`config.mk`:
```
export PLATFORM = sky130hd
export DESIGN_NAME = sc_ifetch
export DESIGN_NICKNAME = d
export VERILOG_FILES = /design/src/rtl/sc_ifetch.sv
export SDC_FILE = /design/constraint.sdc
export NUM_CORES = 1
export LEC_CHECK = 0
export BUFFER_PORTS_ARGS = -buffer_cell sky130_fd_sc_hd__buf_4
export CAP_MARGIN = 10
export CORE_ASPECT_RATIO = 0.7
export CORE_MARGIN = 3
export CORE_UTILIZATION = 55
export CTS_CLUSTER_DIAMETER = 100
export DETAILED_ROUTE_END_ITERATION = 8
export MAX_ROUTING_LAYER = met4
export PLACE_DENSITY = 0.87
export REMOVE_ABC_BUFFERS = 1
export SETUP_SLACK_MARGIN = 0.15
export SLEW_MARGIN = 20
export SYNTH_ARGS = -nofsm -noshare
export SYNTH_HDL_FRONTEND = slang
export SYNTH_SLANG_ARGS = --single-unit
export TNS_END_PERCENT = 30
```
`constraint.sdc`:
```
create_clock -name clock -period 7.4 [get_ports clock]
set_input_delay 0.37 -clock clock [delete_from_list [all_inputs] [get_ports clock]]
set_output_delay 0.37 -clock clock [all_outputs]
set_load 0.03 [all_outputs]
```
`src/rtl/sc_ifetch.sv`:
```
// Instruction fetch: holds PC, fetches over req/ack, presents inst until commit; IF_MISALIGN_TRAP_EN redirects misaligned jr to TRAP_VEC.
// Latency: one idle cycle after reset, then S_FETCH -> S_EXEC on the ack edge (best case 1 cycle).
// Backpressure: imem_req/imem_addr hold until imem_ack; inst/pc hold until commit.
module sc_ifetch #(
  parameter logic [31:0] RESET_PC = 32'h0000_0000,
  parameter logic [31:0] TRAP_VEC = 32'h0000_0080
) (
  input  logic        clock,
  input  logic        resetn,
  input  logic [1:0]  pcsource,
  input  logic [31:0] ra,
  input  logic        commit,
  output logic        imem_req,
  output logic [31:0] imem_addr,
  input  logic        imem_ack,
  input  logic [31:0] imem_rdata,
  output logic [31:0] pc,
  output logic [31:0] pc4,
  output logic [31:0] inst,
  output logic        inst_valid,
  output logic        trap
);

  typedef enum logic [1:0] {
    S_RST   = 2'b00,
    S_FETCH = 2'b01,
    S_EXEC  = 2'b10
  } state_t;

  state_t      state;
  logic [31:0] npc;
  logic [31:0] br_off;
  logic [31:0] jr_tgt;
  logic        jr_trap;
  logic        trap_r;

  assign pc4       = pc + 32'd4;
  assign imem_addr = pc;
  assign trap      = trap_r;
  assign br_off    = {{14{inst[15]}}, inst[15:0], 2'b00};

`ifdef IF_MISALIGN_TRAP_EN
  assign jr_trap = (ra[1:0] != 2'b00);
  assign jr_tgt  = jr_trap ? TRAP_VEC : ra;
`else
  // Low address bits of a jr target are dropped so pc stays word-aligned.
  assign jr_trap = 1'b0;
  assign jr_tgt  = ra & 32'hFFFF_FFFC;
`endif

  always_comb begin
    npc = pc4;
    case (pcsource)
      2'b00:   npc = pc4;
      2'b01:   npc = pc4 + br_off;
      2'b10:   npc = jr_tgt;
      default: npc = {pc4[31:28], inst[25:0], 2'b00};
    endcase
  end

  always_ff @(posedge clock or negedge resetn) begin
    if (!resetn) begin
      state      <= S_RST;
      pc         <= RESET_PC;
      inst       <= '0;
      inst_valid <= 1'b0;
      imem_req   <= 1'b0;
      trap_r     <= 1'b0;
    end else begin
      trap_r <= 1'b0;
      case (state)
        S_RST: begin
          state    <= S_FETCH;
          imem_req <= 1'b1;
        end
        S_FETCH: begin
          if (imem_ack) begin
            inst       <= imem_rdata;
            inst_valid <= 1'b1;
            imem_req   <= 1'b0;
            state      <= S_EXEC;
          end
        end
        S_EXEC: begin
          if (commit) begin
            pc         <= npc;
            inst_valid <= 1'b0;
            imem_req   <= 1'b1;
            trap_r     <= (pcsource == 2'b10) && jr_trap;
            state      <= S_FETCH;
          end
        end
        default: begin
          state      <= S_RST;
          inst_valid <= 1'b0;
          imem_req   <= 1'b0;
        end
      endcase
    end
  end

  // Both vectors must be word-aligned or the pc alignment invariant breaks.
  a_vec_aligned: assert property (@(posedge clock) disable iff (!resetn)
    (RESET_PC[1:0] == 2'b00) && (TRAP_VEC[1:0] == 2'b00));

endmodule

```
### Yosys cells after proc, flatten, opt, wreduce, memory -nomap -nowiden

Index checks and enable logic that the tools add are counted.

* register bits: 68
* latch bits: 0
* bits in writable memories: 0
* memory bits (read-only): 0
* input port bits: 70
* output and inout bits: 131
* logic and storage cells: 30
* memories: 0

* add/subtract/negate cells: 2
* multiply operators: 0
* divide/modulo/power cells: 0
* magnitude comparators: 0
* eq/ne operators: 6
* shifts and indexed selects: 0
* mux-type cells: 10
* bitwise operators: 1
* reductions and logical operators: 6

Operators with widths (number)
* $pmux 32 s3: 1
* $add 32x3->32 const B: 1
* $add 32x32->32: 1
* $pmux 1 s3: 2
* $pmux 2 s3: 1
* $reduce_and 2->1: 3
* $eq 2x1->1 const B: 2
* $eq 2x2->1 const B: 2
* $logic_not 2->1: 2
* $mux 1: 4
* $mux 2: 2
* $ne 2x2->1 const B: 2
* $reduce_and 3->1: 1
* $not 1->1: 1

### Depth between registers and ports, before layout

* depth in word-level cells: 3
* depth in mapped cells: 17
* depth with buffers taken out: 16

### Least setup slack after synthesis

OpenSTA, ideal clock, no wires.

* kind: flip-flop to flip-flop
* start point: register pc[5] (netlist: imem_addr[5])
* end point: register pc[21] (netlist: imem_addr[21])
* setup time: 0.125 ns
* data arrival time: 4.144 ns
* required time: 7.275 ns
* setup slack: 3.131 ns
* stages on the path, launching flop included: 16
* buffers on the path: 0
* clock period less this slack: 4.269 ns
* cells stage by stage: dfrtp_1 -> nand4_1 -> or3_1 -> nor3_2 -> nand3_1 -> xnor2_1 -> ha_1 -> and3_1 -> and3_1 -> nand2_1 -> a21oi_2 -> o211ai_2 -> and2b_1 -> xnor2_1 -> mux4_2 -> mux2_4

* longest elaborated chain between the ends: 3

Ends and longest elaborated chain
* start: declaration: RTL line 17 `output logic [31:0] pc,`
* start signal: assignment: RTL line 86 `pc <= npc;`
* $add 32x3->32: RTL line 37 `assign pc4 = pc + 32'd4;`
* named net pc4[16]: RTL line 18 `output logic [31:0] pc4,`
* $add 32x32->32: RTL line 55 `2'b01: npc = pc4 + br_off;`
* $pmux 32 s3: RTL line 53 `case (pcsource)`

The timed path passes the listed nets, and every way through them passes these cells.
A chain may end at the register's enable or synchronous reset.

### Worst setup path after layout

* start point: register pc[5] (netlist: imem_addr[5])
* end point: register pc[31] (netlist: imem_addr[31])

* longest elaborated chain between the ends: 3

Ends and longest elaborated chain (RTL line)
* $add 32x3->32 *: 37
* $add 32x32->32: 55
* $pmux 32 s3 *: 53

Mark *: on every way between the ends. The rest lies on a longest branch, timed or not.

==> key figures <==
Yosys
  – Most common library cells after synthesis: nand2_1 (77), dfrtp_1 (65), a21oi_1 (48)
  – Synthesized netlist cell count: 628
  – Count leader, synth: nand2_1
  – Count of cell types in the netlist: 70
  – Top_reg_cell synth: dfrtp_1
  – Synth Cell Area: 5700 sq um
  – Share of the synthesized area in the top cell type: 28.5%
  – Post-synth EDFFs: 0
  – Syn Area/Cell: 9.08 sq um
  – Area contributors post-synth: dfrtp_1 (29%), ha_1 (7.9%), mux2_2 (6.7%), xnor2_1 (5.2%), mux4_2 (5.1%)
  – Synthesis warning total: 0
  – Flops & latches, synth: 65
  – Post-synthesis sequential area ratio: 28.5%
  – Largest area contributor in the netlist: dfrtp_1
  – Asr flop ratio synth: 100%

Floorplanning
  – Row count: 30
  – Die area: 11,600 sq um
  – Die Ht: 91.2 um
  – Die width: 128 um
  – Core region area: 9910 sq um
  – Starting Density: 57.6%
  – Ports: 201

Critical path
  – CP Depth: 15
  – FF-to-FF Start: imem_addr[5]$_DFFE_PN0P_
  – Worst Reg-to-Reg Cells: 15
  – Critical path's top delay family: simple AND/OR/NAND/NOR gates
  – Max incr delay on CP: 0.80 ns
  – Slowest cell on crit path: nor4_2
  – Slack of the worst reg-to-reg path: 2.88 ns
  – Worst R2R End: imem_addr[31]$_DFFE_PN0P_
  – Crit path capture type: flop
  – WP data required: 7.63 ns
  – Crit path arrival time: 4.75 ns
  – Critical path startpoint category: flop
  – Critical path class: flop to flop
  – Worst path buffer plus inverter count: 0
  – CP Max Fanout: 8
  – Cell Chain, Critical Path: nand3_1 -> nor2_1 -> nand3_1 -> nor4_2 -> xor2_1 -> ha_1 -> and3_1 -> and3_1 -> nand2_1 -> a21oi_2 -> or2_2 -> a31oi_1 -> o21ai_0 -> xnor2_1 -> o31ai_1

Placement
  – Number of port buffers: 191
  – Pre-CTS setup slack: 3.04 ns
  – Cells after DPL: 889
  – Final GP Congestion: 0.948
  – Hpwl dp: 13,100 um

Global routing
  – Vias in the first global route: 5,353
  – First-pass GRT wire length: 28,400 um
  – Total GRT Usage: 31.4%
  – M2 GR Usage: 47.8%
  – Met1 Use GR: 42.0%
  – GR Util met3: 8.05%
  – Initial antenna violation count: 0
  – Global routing's busiest layer: met2
  – Largest net degree at the start of global routing: 66
  – Overflow after GRT: 0

Timing
  – Slew Viols, Final: 0
  – TNS Setup: 0 ns
  – Tmin final: 4.52 ns
  – Slew @ Worst Pin: 0.942 ns
  – Worst Slack Setup Final: 2.88 ns
  – RSZ-0062 raised after global routing: no
  – # setup viols final: 0
  – Worst hold slack: 0.142 ns
  – Final hold viol count: 0
  – Fin Clk Skew: 0.00578 ns
  – Final period utilization: 61.1%
  – Max Clock Freq: 221 MHz
  – Worst slew margin: 36.7%

Clocking
  – Clock sinks: 65
  – Clock Tree Root: clkbuf_16
  – CTS tree: built
  – Later-pin clock latency in the skew report: 0.34 ns
  – Postcts setup bufs: 0
  – CTS buffer count: 9
  – CTS Hold Bufs: 0
  – Post-CTS Resized: 0
  – CTS H-tree depth: 3
  – CTS Buffer Depth: 2
  – CTS clk-pin slew, worst paths: 0.06 ns

Route
  – Final antenna-violating net count: 0
  – Detailed Routing Iterations Pass 1: 5
  – Via density: 6.07
  – # DRC: 0
  – WL/cell: 19.8 um
  – DRT iter0 DRCs: 338
  – Via Count: 5,494
  – Routed WL: 17,900 um

Final layout
  – Area grow syn2layout: 26.8%
  – Nets@finish: 879
  – Final Non-Filler Cells: 905
  – N_diodes: 0
  – Share of cells above drive strength 1: 35.6%

Min path
  – Hold Crit Class: input pin to async pin

Run
  – Number of max-cap violations: 0

Outcome
  – Run status: complete, no violations
## cells in the final DEF, fill, tap and decap left out, types with 11 or more instances in the layout
| master | netlist | routed |
|---|---|---|
| nand4_1 | 11 | 11 |
| nand3_1 | 19 | 19 |
| nand2_1 | 77 | 77 |
| xor2_1 | 15 | 15 |
| a21oi_1 | 48 | 48 |
| inv_1 | 12 | 12 |
| o21ai_0 | 31 | 31 |
| nor2_1 | 36 | 35 |
| mux2i_1 | 16 | 16 |
| mux4_2 | 13 | 13 |
| ha_1 | 36 | 36 |
| a21o_1 | 13 | 13 |
| mux2_2 | 34 | 34 |
| dfrtp_1 | 65 | 65 |
| buf_4 | 37 | 193 |
| xnor2_1 | 34 | 34 |
## state kept, by name (all words and copies together), names as in the netlist
name,flops
imem_addr,30
inst_valid,1
inst,32
state,1
imem_req,1
## cell families after synthesis
| group | after synthesis | synth area share [%] |
|---|---|---|
| other | 1 | 0.0657 |
| flip-flops | 65 | 28.5 |
| XOR/XNOR | 50 | 7.81 |
| adder cells (fa/ha/maj) | 37 | 8.25 |
| AND/OR/NAND/NOR | 194 | 16.8 |
| multiplexers | 64 | 14.9 |
| buffers and inverters | 78 | 7.61 |
| AO/OA/AOI/OAI | 139 | 16.0 |
## metrics by stage
| step | instance area [sq um] | util (%) |
|---|---|---|
| final | 7230 | 73.0 |
| after global routing | 7230 | 73.0 |
| after CTS | 7230 | 73.0 |
| after detailed placement | 6950 | 70.1 |
| after global placement | 6950 | 70.1 |
| after floorplan | 5340 | - |
## worst max-delay path by stage
stage | startpoint | end | slack, ns
finish | imem_addr[5]$_DFFE_PN0P_ | imem_addr[31]$_DFFE_PN0P_ | 2.88
floorplan | imem_addr[6]$_DFFE_PN0P_ | imem_addr[21]$_DFFE_PN0P_ | 2.90
detailed placement | imem_addr[4]$_DFFE_PN0P_ | imem_addr[26]$_DFFE_PN0P_ | 3.04
global placement | imem_addr[5]$_DFFE_PN0P_ | imem_addr[21]$_DFFE_PN0P_ | 3.15
global route | imem_addr[5]$_DFFE_PN0P_ | imem_addr[26]$_DFFE_PN0P_ | 2.60
CTS | imem_addr[5]$_DFFE_PN0P_ | imem_addr[31]$_DFFE_PN0P_ | 2.98
## metal layers
layer	wire (um)	part of all wire, %	vias to the layer above
met4	267	1.5	0
met5	0	0	-
met1	7530	42	2639
li1	-	-	2509
met3	1780	9.9	29
met2	8370	47	317
## area by class of cell
cell class	instances	area, sq um
Clock inverter	4	27.5
Sequential cell	65	1630
Clock buffer	12	256
Multi-Input combinational cell	491	3670
Timing Repair Buffer	193	1450
Tap cell	128	160
Inverter	12	45.0
Fill cell	726	2680
Power is not shown: default switching activity piles up to over one toggle a cycle in this logic, so the estimate is an artifact.
